--- config.mk ---
export PLATFORM = sky130hd
export DESIGN_NAME = riscv_mem_arbiter
export DESIGN_NICKNAME = d
export VERILOG_FILES = /design/src/rtl/riscv_mem_arbiter_pkg.sv /design/src/rtl/riscv_mem_arbiter_rr.sv /design/src/rtl/riscv_mem_arbiter.sv
export SDC_FILE = /design/constraint.sdc
export NUM_CORES = 1
export LEC_CHECK = 0
export ABC_AREA = 1
export BUFFER_PORTS_ARGS = -buffer_cell sky130_fd_sc_hd__buf_4
export CORE_MARGIN = 1
export CORE_UTILIZATION = 53
export DETAILED_ROUTE_END_ITERATION = 10
export GPL_TIMING_DRIVEN = 0
export MAX_ROUTING_LAYER = met4
export PLACE_DENSITY = 0.84
export SYNTH_ARGS = -nofsm -noshare
export SYNTH_HDL_FRONTEND = slang
export SYNTH_HIERARCHICAL = 1
export SYNTH_SLANG_ARGS = --single-unit
export TNS_END_PERCENT = 20
--- constraint.sdc ---
create_clock -name clk -period 3.04 [get_ports clk]
set_clock_uncertainty 0.05 [all_clocks]
set_input_delay 0.608 -clock clk [delete_from_list [all_inputs] [get_ports clk]]
set_output_delay 0.608 -clock clk [all_outputs]
set_load 0.01 [all_outputs]
--- src/rtl/riscv_mem_arbiter_pkg.sv ---
// Shared types for the byte-serialising data BRAM arbiter.
package riscv_mem_arbiter_pkg;

   // Access size selector carried with every request.
   typedef enum logic [1:0] {
      MASK_B = 2'b00,
      MASK_H = 2'b01,
      MASK_W = 2'b10,
      MASK_X = 2'b11
   } MASK_SEL;

   // Arbiter sequencer states.
   typedef enum logic [1:0] {
      IDLE  = 2'b00,
      ISSUE = 2'b01,
      DRAIN = 2'b10,
      DONE  = 2'b11
   } ArbState;

   localparam int BYTES_PER_WORD = 4;

   // Number of byte beats for an access size; anything but B/H is a full word.
   function automatic logic [2:0] mask_len(input MASK_SEL m);
      case (m)
         MASK_B:  return 3'd1;
         MASK_H:  return 3'd2;
         default: return 3'd4;
      endcase
   endfunction

endpackage

--- src/rtl/riscv_mem_arbiter_rr.sv ---
// Two-way round-robin grant; only meaningful while the sequencer is idle.
module riscv_rr_arbiter
   import riscv_mem_arbiter_pkg::*;
(
   input  logic en,
   input  logic req0,
   input  logic req1,
   input  logic last,
   output logic gnt_vld,
   output logic gnt
);

   // On a tie the port that was not served last wins.
   always_comb begin
      gnt_vld = en & (req0 | req1);
      gnt     = 1'b0;
      if (req0 & req1)
         gnt = ~last;
      else if (req1)
         gnt = 1'b1;
   end

endmodule

--- src/rtl/riscv_mem_arbiter.sv ---
// Shares the byte-wide data BRAM between the LSU (port 0) and the loader/DMA
// (port 1), splitting word/half/byte accesses into consecutive byte beats.
module riscv_mem_arbiter
   import riscv_mem_arbiter_pkg::*;
#(
   parameter int ADDR_LENGTH = 32,
   parameter int WORD_LENGTH = 32
) (
   input  logic                   clk,
   input  logic                   reset,
   input  logic                   req0,
   input  logic                   req1,
   input  logic                   we0,
   input  logic                   we1,
   input  logic [ADDR_LENGTH-1:0] addr0,
   input  logic [ADDR_LENGTH-1:0] addr1,
   input  logic [WORD_LENGTH-1:0] wdata0,
   input  logic [WORD_LENGTH-1:0] wdata1,
   input  MASK_SEL                mask0,
   input  MASK_SEL                mask1,
   output logic                   ack0,
   output logic                   ack1,
   output logic [WORD_LENGTH-1:0] rdata0,
   output logic [WORD_LENGTH-1:0] rdata1,
   output logic                   bram_we,
   output logic [ADDR_LENGTH-1:0] bram_waddr,
   output logic [ADDR_LENGTH-1:0] bram_raddr,
   output logic [7:0]             bram_wdata,
   input  logic [7:0]             bram_dout,
   output logic                   busy,
   output logic                   grant
);

   ArbState                             state;
   logic                                gnt_vld;
   logic                                gnt_port;
   logic                                cur_we;
   logic [ADDR_LENGTH-1:0]              cur_addr;
   logic [BYTES_PER_WORD-1:0][7:0]      cur_wdata;
   logic [BYTES_PER_WORD-1:0][7:0]      rbuf;
   logic [BYTES_PER_WORD-1:0][7:0]      rword;
   logic [2:0]                          num;
   logic [1:0]                          idx;
   logic [1:0]                          idx_n;
   logic [1:0]                          last_lane;
   logic                                sel_we;
   logic [ADDR_LENGTH-1:0]              sel_addr;
   logic [WORD_LENGTH-1:0]              sel_wdata;
   MASK_SEL                             sel_mask;

   riscv_rr_arbiter u_arb (
      .en      (state == IDLE),
      .req0    (req0),
      .req1    (req1),
      .last    (grant),
      .gnt_vld (gnt_vld),
      .gnt     (gnt_port)
   );

   // Steer the winning port's request fields toward the latch.
   always_comb begin
      sel_we    = gnt_port ? we1    : we0;
      sel_addr  = gnt_port ? addr1  : addr0;
      sel_wdata = gnt_port ? wdata1 : wdata0;
      sel_mask  = gnt_port ? mask1  : mask0;
   end

   assign idx_n     = idx + 2'd1;
   assign last_lane = 2'(num - 3'd1);

   // Final read word: earlier lanes from the buffer, last lane straight off the BRAM.
   always_comb begin
      rword            = rbuf;
      rword[last_lane] = bram_dout;
   end

   // Sequencer: latch a granted request, walk its bytes, collect read lanes, ack.
   always_ff @(posedge clk) begin
      if (reset) begin
         state      <= IDLE;
         ack0       <= 1'b0;
         ack1       <= 1'b0;
         rdata0     <= '0;
         rdata1     <= '0;
         bram_we    <= 1'b0;
         bram_waddr <= '0;
         bram_raddr <= '0;
         bram_wdata <= '0;
         busy       <= 1'b0;
         grant      <= 1'b1;
         cur_we     <= 1'b0;
         cur_addr   <= '0;
         cur_wdata  <= '0;
         rbuf       <= '0;
         num        <= 3'd4;
         idx        <= '0;
      end else begin
         ack0 <= 1'b0;
         ack1 <= 1'b0;
         case (state)
            IDLE: begin
               if (gnt_vld) begin
                  grant      <= gnt_port;
                  cur_we     <= sel_we;
                  cur_addr   <= sel_addr;
                  cur_wdata  <= sel_wdata;
                  num        <= mask_len(sel_mask);
                  idx        <= '0;
                  rbuf       <= '0;
                  // byte 0 goes out in the first ISSUE cycle
                  bram_we    <= sel_we;
                  bram_waddr <= sel_addr;
                  bram_raddr <= sel_addr;
                  bram_wdata <= sel_wdata[7:0];
                  busy       <= 1'b1;
                  state      <= ISSUE;
               end
            end
            ISSUE: begin
               // BRAM read data lags the address by one cycle
               if (idx != 2'd0)
                  rbuf[idx - 2'd1] <= bram_dout;
               if (3'(idx) == num - 3'd1) begin
                  bram_we <= 1'b0;
                  if (cur_we) begin
                     ack0  <= ~grant;
                     ack1  <= grant;
                     state <= DONE;
                  end else begin
                     state <= DRAIN;
                  end
               end else begin
                  idx        <= idx_n;
                  bram_we    <= cur_we;
                  bram_waddr <= cur_addr + ADDR_LENGTH'(idx_n);
                  bram_raddr <= cur_addr + ADDR_LENGTH'(idx_n);
                  bram_wdata <= cur_wdata[idx_n];
               end
            end
            DRAIN: begin
               rbuf <= rword;
               if (grant)
                  rdata1 <= rword;
               else
                  rdata0 <= rword;
               ack0  <= ~grant;
               ack1  <= grant;
               state <= DONE;
            end
            DONE: begin
               busy  <= 1'b0;
               state <= IDLE;
            end
            default: state <= IDLE;
         endcase
      end
   end

endmodule

After elaboration in Yosys (flattened, before gate mapping). Cells that the tools add are included.

Bits in registers: 213. Latch bits: 0. Memory bits (writable): 0. Memory bits (read-only): 0. Input port bits: 146. Output and inout port bits: 141. Memories: 0.

Add/sub/neg operators: 4. Multipliers: 0. Divide/modulo/power cells: 0. $lt $le $gt $ge: 5. Eq/ne operators: 9. Shift-type cells: 0. Multiplexer cells: 42. Bitwise operators: 4. Reduce and logical (&&, ||, !) cells: 16.

Operators with widths (number): two-way mux 32 bit (6); one-hot mux 32 bit (3 select lines) (1); bitwise mux 32 bit (2); one-hot mux 32 bit (2 select lines) (1); two-way mux 8 bit (5); adder 32 x 2 -> 32 bit (1); demux 8 bit (select 2 bit) (2); binary-select mux 8 bit (select 2 bit) (1); one-hot mux 8 bit (2 select lines) (1); AND reduction 2 bit (6); two-way mux 1 bit (11); two-way mux 2 bit (5); less-than comparator 2 x 3 -> 1 bit, second input constant (3); != test 2 bit, second input constant (4); one-hot mux 1 bit (2 select lines) (4); one-hot mux 2 bit (4 select lines) (1); one-hot mux 3 bit (2 select lines) (1); AND reduction 3 bit (2); nonzero test 2 bit (3); equality test 2 x 1 -> 1 bit, second input constant (2); equality test 2 bit, second input constant (2); greater-or-equal comparator 2 x 1 -> 1 bit, second input constant (2); logical NOT 2 bit (2); one-hot mux 2 bit (2 select lines) (1); 9 further kinds (11).

Depth between registers and ports, before layout. Gate-level depths: netlist (run 1).

Word-level depth: 8. Depth in mapped cells: 14. Gate-level depth less buffers: 12.

Cells and area by module. Netlist (run 1), hierarchy kept.

By module, submodules not included: riscv_mem_arbiter (instances 1, cells an instance 1557, area an instance 10789.1 µm², sequential area each 4264.1 µm²); riscv_rr_arbiter (instances 1, cells an instance 5, area an instance 23.8 µm², sequential area each 0.0 µm²).

Least setup slack after synthesis (run 1). OpenSTA, ideal clock, no wires.

Path type: flip-flop to flip-flop. Start point: reg idx[0]. End point: reg bram_raddr[8]. Setup time: 0.117 ns. Data arrival time: 2.316 ns. Required time: 2.873 ns. Slack: 0.557 ns. Stages on the path, launching flop included: 13. Cell sequence: dfxtp_1 > buf_6 > clkinv_1 > buf_2 > ha_1 > fa_1 > nand3_1 > inv_1 > nand2_1 > xor2_1 > nor2_1 > nor3_1 > nor2_1.

Longest elaborated chain between the ends: 4. Elaborated cells on any way between the ends: 7. Classes of those cells: add/sub (2); eq/ne (2); mux (2); reduce/logical (1).

Ends and longest elaborated chain: start: declaration (line riscv_mem_arbiter.sv:43) `logic [1:0] idx;`; start signal: assignment (line riscv_mem_arbiter.sv:133) `idx <= idx_n;`; adder 2 x 1 -> 2 bit (line riscv_mem_arbiter.sv:68) `assign idx_n = idx + 2'd1;`; adder 32 x 2 -> 32 bit (line riscv_mem_arbiter.sv:136) `bram_raddr <= cur_addr + ADDR_LENGTH'(idx_n);`; two-way mux 32 bit (line riscv_mem_arbiter.sv:123) `if (3'(idx) == num - 3'd1) begin`; one-hot mux 32 bit (2 select lines) (line riscv_mem_arbiter.sv:100) `case (state)`; end signal: assignment (line riscv_mem_arbiter.sv:113) `bram_raddr <= sel_addr;`; end signal: assignment (line riscv_mem_arbiter.sv:136); end: declaration (line riscv_mem_arbiter.sv:27) `output logic [ADDR_LENGTH-1:0] bram_raddr,`.

Several ways; a longest one is shown, not always the timed one. The select of a mux whose other input is x is not followed. A chain may end at the register's enable or synchronous reset.

Final worst setup path (run 1).
Start point: reg idx[0]. End point: reg bram_raddr[4].

The elaborated chain is that of the path after synthesis.

==> impl_metrics.py, run 1 <==
metrics = {
    "drt": {
        "route.detailed.drc": 0,
        "vias": 12163,
        "first_pass_iters": 6,
        "viasPerCell": 5.65,
        "initialDrtViolationCount": 1140,
        "wl_microns": 39100,
        "postRouteAntennaNets": 0,
        "detail_route.wl_per_cell_microns": 18.2,
    },
    "final_layout": {
        "utilization_pct": 71.4,
        "final_layout_size_suffix_gt1_share_pct": 21.9,
        "final_nets": 2033,
        "area_growth_pct": 30.2,
    },
    "cts": {
        "cts.sinks": 213,
        "numCtsBuffers": 22,
        "cts_max_path_buffers": 3,
        "clk_pin_slew_worst_paths_ns": 0.07,
        "cts_tree": "yes",
        "htree_num_levels": 1,
        "clk-insertion-delay-late_ns": 0.54,
        "postCtsSetupBuffers": 0,
        "hold_buffers": 0,
        "root_buffer": "clkbuf_16",
    },
    "synthesis": {
        "syn_area_sq_mm": 0.0108,
        "synth-seq-area-share_pct": 39.4,
        "syn_nets": 1723,
        "synth-edff-count": 0,
        "synth_cell_types": 33,
        "async_reset_ff_share_pct": 0,
        "ys_seq_elements": 213,
        "synth_top_area_share_pct": 39.4,
        "synthFlopType": "dfxtp_1",
        "syn_inst": 1562,
        "yosys_warnings": 6,
        "synth_top_cell_by_area": "dfxtp_1",
        "synth_area_leaders": "dfxtp_1 39%, nand2_1 11%, o21ai_0 11%",
        "synth.avg_cell_area_sq_um": 6.92,
    },
    "run": {
        "cap_viol_max_count": 0,
    },
    "timing": {
        "fin_ws_ns": 0.0756,
        "drv_slew": 0,
        "rsz0062_at_grt": "yes",
        "slew_headroom_pct": 36.2,
        "timing.final.crit_period_ns": 2.96,
        "finalCritPeriodShare_pct": 97.5,
        "worst_pin_slew_ns": 0.948,
        "final_hold_viol_count": 0,
        "max_freq_mhz": 337,
        "setup-violations-final": 0,
    },
    "placed_design": {
        "dp_hpwl_microns": 29200,
        "port_buffers": 286,
        "gp_congestion": 1.00,
        "post-place-ws_ns": 0.0547,
    },
    "die": {
        "core-area_sq_mm": 0.0197,
        "die_w_microns": 145,
        "die-height_microns": 145,
        "start_util_pct": 54.8,
        "die_area_sq_mm": 0.0210,
        "io_pins": 287,
        "row_count": 51,
    },
    "global_routing": {
        "globalRouteOverflowTotal": 0,
        "grt_antenna_before_repair": 1,
        "grt_max_degree": 17,
        "track_usage_pct": 38.1,
        "first_global_vias": 11184,
        "grt_pass1_wl_microns": 59500,
    },
    "pwr": {
        "max-vdd-ir-drop_uv": 550,
        "p_leak_uw": 0.00617,
        "power_density_mw_per_mm2": 990,
    },
    "worst_setup_path": {
        "crit_required_ns": 3.44,
        "cp-end-kind": "register",
        "setup.worst_path.class": "register to register",
        "arrival_ns": 3.37,
        "startpoint_type": "register",
        "cp_max_fo": 12,
    },
    "status": {
        "outcome": "completed",
    },
    "worst_hold_path": {
        "worstHoldPathType": "input pin to register",
    },
}
kinds of logic (layout without fill, tap and decap cells):
| kind of cell | Yosys count | in the layout | synth area share, % |
|---|---|---|---|
| AO/OA/AOI/OAI | 484 | 484 | 23.9 |
| XOR/XNOR | 10 | 10 | 0.880 |
| adder cells (fa/ha/maj) | 15 | 15 | 1.81 |
| buffers and inverters | 220 | 544 | 9.62 |
| flip-flops | 213 | 213 | 39.4 |
| multiplexers | 29 | 29 | 2.68 |
| other | 0 | 1 | 0 |
| AND/OR/NAND/NOR | 591 | 591 | 21.6 |
cell usage in the layout (no fill, tap or decap), types with 3 or more instances in the layout:
master,instances
a21o_1,3
a21oi_1,158
a31oi_1,13
buf_1,9
buf_2,32
buf_4,320
buf_6,6
bufinv_16,3
clkbuf_1,53
clkbuf_16,22
clkbuf_8,3
clkinv_2,3
dfxtp_1,213
ha_1,14
inv_1,81
inv_2,3
mux2i_1,29
nand2_1,330
nand3_1,64
nor2_1,177
nor2_2,6
nor3_1,6
o211ai_1,26
o21ai_0,234
o21bai_1,8
o22ai_1,40
xnor2_1,3
xor2_1,6
final timing paths:
check	start	endpoint	slack, ns	cells after the start
hold / removal	addr0[30]	cur_addr[30]$_SDFFE_PP0P_	0.34	3
hold reg to reg	rbuf[9]$_SDFFE_PP0P_	rbuf[9]$_SDFFE_PP0P_	0.43	2
setup / recovery	idx[0]$_SDFFE_PP0P_	bram_raddr[4]$_SDFFE_PP0P_	0.08	12
setup reg to reg	idx[0]$_SDFFE_PP0P_	bram_raddr[4]$_SDFFE_PP0P_	0.08	12
registers in the layout, indices dropped and copies added, names as in the netlist:
register	cells
cur_addr	32
grant	1
bram_wdata	8
rbuf	32
rdata1	32
idx	2
rdata0	32
ack0	1
busy	1
bram_raddr	32
cur_we	1
state	2
ack1	1
bram_we	1
cur_wdata	32
num	3
cells in the mapped netlist (all sizes together), types with 2 or more instances:
cell / instances
a21oi: 159
nor2: 185
a31oi: 13
xnor2: 3
nand2: 331
buf: 82
dfxtp: 213
ha: 14
clkinv: 3
mux2i: 29
a21o: 3
nand4: 2
nor3: 6
o22ai: 40
o21ai: 235
clkbuf: 51
nand3: 65
o21bai: 8
inv: 84
o211ai: 26
xor2: 7
layout make-up:
cell class / count / area, sq um
diodes: 1 / 2.50
plain buffers: 133 / 716
clock buffers: 27 / 599
clock inverters: 11 / 159
fillers: 1676 / 5640
inverters: 87 / 330
multi-input cells: 1129 / 5530
flip-flops and latches: 213 / 4260
well taps: 265 / 332
repair buffers: 286 / 2150
power breakdown:
part	leakage, uW	switching, uW	total (uW)	internal [uW]
logic	0.00405	4010	6620	2610
registers	0.00175	728	4410	3690
clock network	0.000375	1220	2900	1670
worst max-delay path, cell delays in order, from the launching register on:
cell and delay (ns):
dfxtp_1 0.41, buf_6 0.18, clkinvlp_4 0.16, clkbuf_4 0.24
ha_1 0.38, fa_2 0.42, nand3_1 0.19, inv_1 0.13
a21oi_1 0.18, o21ai_0 0.14, o21ai_0 0.10, nand2_1 0.15
a21oi_1 0.14
per-stage QoR:
step	instances	total power [uW]	hold WS (ns)	setup TNS, ns	area [sq um]
2_1_floorplan	1562	8210	0.401	0	10800
3_3_place_gp	2113	10800	0.409	0	13300
3_5_place_dp	2113	10900	0.417	0	13300
4_1_cts	2151	13800	0.332	0	14000
5_1_grt	2152	14700	0.347	-0.122	14100
6_report	2152	13900	0.335	0	14100
metal layers:
metal / part of all wire [%] / vias to the layer above / GRT usage [%]
met5: 0 / - / -
met2: 46 / 671 / 60.0
met4: 3.2 / 0 / 13.8
met1: 41 / 5572 / 48.6
met3: 10 / 100 / 7.21
li1: - / 5820 / -
timing repair:
item                                   CTS  global route
setup endpoints to repair                0            14
resized for setup                        0             8
endpoints found under the hold margin    0             0
(Power assumes the default switching activity.)
==> inputs of run 2 (changes only) <==
--- a/config.mk
+++ b/config.mk
@@ -5,14 +5,13 @@
 export SDC_FILE = /design/constraint.sdc
 export NUM_CORES = 1
 export LEC_CHECK = 0
-export ABC_AREA = 1
 export BUFFER_PORTS_ARGS = -buffer_cell sky130_fd_sc_hd__buf_4
 export CORE_MARGIN = 1
 export CORE_UTILIZATION = 53
 export DETAILED_ROUTE_END_ITERATION = 10
 export GPL_TIMING_DRIVEN = 0
 export MAX_ROUTING_LAYER = met4
-export PLACE_DENSITY = 0.84
+export PLACE_DENSITY = 0.85
 export SYNTH_ARGS = -nofsm -noshare
 export SYNTH_HDL_FRONTEND = slang
 export SYNTH_HIERARCHICAL = 1
==> impl_metrics.py, run 2 <==
metrics = {
    "worst_setup_path": {
        "setup.worst_path.class": "register to register",
        "arrival_ns": 3.24,
        "crit_buf_inv": 3,
        "cp_slowest_cell": "dfxtp_2",
        "rrSetupSlack_ns": 0.19,
        "r2r-end": "bram_raddr[26]$_SDFFE_PP0P_",
        "startpoint_type": "register",
        "cp-end-kind": "register",
        "worstReg2RegStart": "idx[0]$_SDFFE_PP0P_",
        "rr_worst_depth": 10,
        "endpoint": "bram_raddr[26]$_SDFFE_PP0P_",
        "cp_max_fo": 10,
        "crit_required_ns": 3.43,
        "crit_start": "idx[0]$_SDFFE_PP0P_",
        "crit_chain": "buf_6 > inv_1 > ha_1 > fa_1 > nand4_1 > nor3_4 > buf_4 > nand4b_1 > xor2_1 > o21ai_0",
        "worst-path-stages": 10,
        "critical-path-max-stage-delay_ns": 0.47,
        "cp_top_family": "simple AND/OR/NAND/NOR gates",
    },
    "pwr": {
        "pwr-share-seq_pct": 32.2,
        "max-vdd-ir-drop_uv": 545,
        "internal_power_uw": 8270,
        "power_density_mw_per_mm2": 1040,
        "p_leak_uw": 0.00557,
        "clkPwrFrac_pct": 20.3,
        "netSwitchingPower_uw": 5700,
        "swShare_pct": 40.8,
        "p_comb_share_pct": 47.5,
        "power.total_uw": 14000,
    },
    "timing": {
        "worst_pin_slew_ns": 0.888,
        "setup-violations-final": 0,
        "drv_slew": 0,
        "timing.final.crit_period_ns": 2.85,
        "holdWs_ns": 0.398,
        "slew_headroom_pct": 40.3,
        "max_freq_mhz": 351,
        "rsz0062_at_grt": "no",
        "final_hold_viol_count": 0,
        "finalCritPeriodShare_pct": 93.8,
    },
    "drt": {
        "detail_route.wl_per_cell_microns": 18.9,
        "first_pass_iters": 6,
        "initialDrtViolationCount": 832,
        "postRouteAntennaNets": 0,
        "route.detailed.drc": 0,
        "vias": 10079,
        "wl_microns": 32300,
        "viasPerCell": 5.89,
    },
    "synthesis": {
        "synthFlopType": "dfxtp_1",
        "netlist_top_cells_count": "213 x dfxtp_1, 189 x nor2_1, 133 x a211oi_1",
        "synth.most_common_cell": "dfxtp_1",
        "synth_area_leaders": "dfxtp_1 42%, a211oi_1 9.7%, mux2i_1 9.5%",
        "synth-seq-area-share_pct": 41.5,
        "yosys_warnings": 6,
        "synth.avg_cell_area_sq_um": 9.08,
        "syn_inst": 1131,
        "async_reset_ff_share_pct": 0,
        "syn_nets": 1292,
        "synth-edff-count": 0,
        "syn_area_sq_mm": 0.0103,
        "synth_top_area_share_pct": 41.5,
        "synth_top_cell_by_area": "dfxtp_1",
        "ys_seq_elements": 213,
        "synth_cell_types": 60,
    },
    "placed_design": {
        "gp_congestion": 0.975,
        "dp.cells": 1668,
        "dp_hpwl_microns": 23600,
        "port_buffers": 277,
    },
    "cts": {
        "hold_buffers": 0,
        "cts.sinks": 213,
        "clk-insertion-delay-late_ns": 0.51,
        "htree_num_levels": 1,
        "cts_tree": "yes",
        "cts_max_path_buffers": 3,
        "numCtsBuffers": 22,
        "clk_pin_slew_worst_paths_ns": 0.06,
        "root_buffer": "clkbuf_16",
    },
    "die": {
        "row_count": 50,
        "core-area_sq_mm": 0.0188,
        "die_area_sq_mm": 0.0199,
        "die-height_microns": 141,
        "io_pins": 287,
        "die_w_microns": 141,
        "start_util_pct": 54.5,
    },
    "run": {
        "cap_viol_max_count": 0,
    },
    "worst_hold_path": {
        "worstHoldPathType": "input pin to register",
    },
    "final_layout": {
        "final_nets": 1596,
        "layout_commonest_cell": "buf_4",
        "num-fill-cells": 1433,
        "antenna-diode-count": 0,
        "multi_input_area_sq_mm": 0.00528,
        "area_growth_pct": 31.3,
        "final_cells": 1711,
        "final_layout_size_suffix_gt1_share_pct": 28.2,
        "final_cell_mix": "317 x buf_4, 212 x dfxtp_1, 189 x nor2_1, 133 x a211oi_1, 97 x mux2i_1",
        "regArea_sq_mm": 0.00427,
    },
    "global_routing": {
        "first_global_vias": 9546,
        "grt_max_degree": 15,
        "grt_pass1_wl_microns": 50000,
        "track_usage_pct": 32.4,
        "grt_antenna_before_repair": 0,
        "globalRouteOverflowTotal": 0,
    },
    "status": {
        "outcome": "completed",
    },
}
## run 2: cell count changes in the layout (fill, tap and decap cells not counted), moves of 68 or more
cell	delta
a211oi_1	+133
mux2i_1	+68
inv_1	-70
o21ai_0	-214
a21oi_1	-120
nand2_1	-275
## run 2: repair_timing
item | 4_1_cts | 5_1_grt
hold endpoints to repair | 0 | 0
pin swaps | 1 | 1
resized for setup | 1 | 4
buffers inserted | 0 | 3
setup endpoints to repair | 11 | 28
## run 2: power by group through the flow
stage / Combinational [uW] / Sequential [uW] / Clock (uW)
global route: 7180 / 4600 / 2970
CTS: 6550 / 4470 / 2850
floorplan: 4040 / 4540 / 0
finish: 6640 / 4500 / 2840
global placement: 6300 / 4480 / 0
detailed placement: 6480 / 4510 / 0
## run 2: worst min path at each step
stage / start / to / slack, ns / depth (start not counted)
detailed placement: bram_wdata[4]$_SDFFE_PP0P_ / bram_wdata[4]$_SDFFE_PP0P_ / 0.39 / 2
global route: wdata0[30] / cur_wdata[30]$_SDFFE_PP0P_ / 0.41 / 3
finish: wdata0[18] / cur_wdata[18]$_SDFFE_PP0P_ / 0.40 / 3
global placement: bram_wdata[4]$_SDFFE_PP0P_ / bram_wdata[4]$_SDFFE_PP0P_ / 0.39 / 2
floorplan: rbuf[23]$_SDFFE_PP0P_ / rbuf[23]$_SDFFE_PP0P_ / 0.40 / 2
CTS: wdata0[18] / cur_wdata[18]$_SDFFE_PP0P_ / 0.40 / 3
## run 2: layout make-up
| cell class | count | area share, % |
|---|---|---|
| sequential | 213 | 31.6 |
| tap | 260 | 2.41 |
| clock inverter | 7 | 0.659 |
| multi-input combinational | 775 | 39.2 |
| buffer | 131 | 5.11 |
| inverter | 12 | 0.334 |
| timing repair buffer | 280 | 15.6 |
| clock buffer | 33 | 5.07 |
## run 2: routing by layer
layer,part of all wire [%],vias to the layer above,GRT usage [%]
met2,48,548,53.3
met1,40,4761,40.1
met4,2.8,0,10.3
met3,9.7,77,6.22
met5,0,-,-
li1,-,4693,-
## run 2: logic make-up (layout without fill, tap and decap cells)
kind of cell	count (synthesis)	count (layout)	share of synthesized area, %
AOI/OAI and AO/OA	303	303	21.1
buffers and inverters	143	463	7.08
xor gates and xnor gates	32	32	2.73
muxes	109	109	11.7
adders and majority gates	15	15	1.90
DFF	213	213	41.5
and+or+nand+nor	316	316	13.9
## run 2: per-stage QoR
| step | util, % | setup slack [ns] | cell area, sq um | TNS [ns] |
|---|---|---|---|---|
| 6_report | 71.6 | 0.190 | 13500 | 0 |
| 5_1_grt | 71.6 | 0.0557 | 13500 | 0 |
| 4_1_cts | 71.4 | 0.0327 | 13400 | 0 |
| 3_5_place_dp | 67.3 | -0.153 | 12700 | -0.426 |
| 3_3_place_gp | 67.3 | -0.113 | 12700 | -0.239 |
| 2_1_floorplan | - | 0.498 | 10300 | 0 |
## run 2: worst register-to-register path, delay by kind of cell (launching register included)
family / cells / cell delay [ns]
simple gates: 3 / 0.83
fa+ha+maj: 2 / 0.63
buf+inv: 3 / 0.50
flops: 1 / 0.47
xor+xnor: 1 / 0.17
compound gates: 1 / 0.13
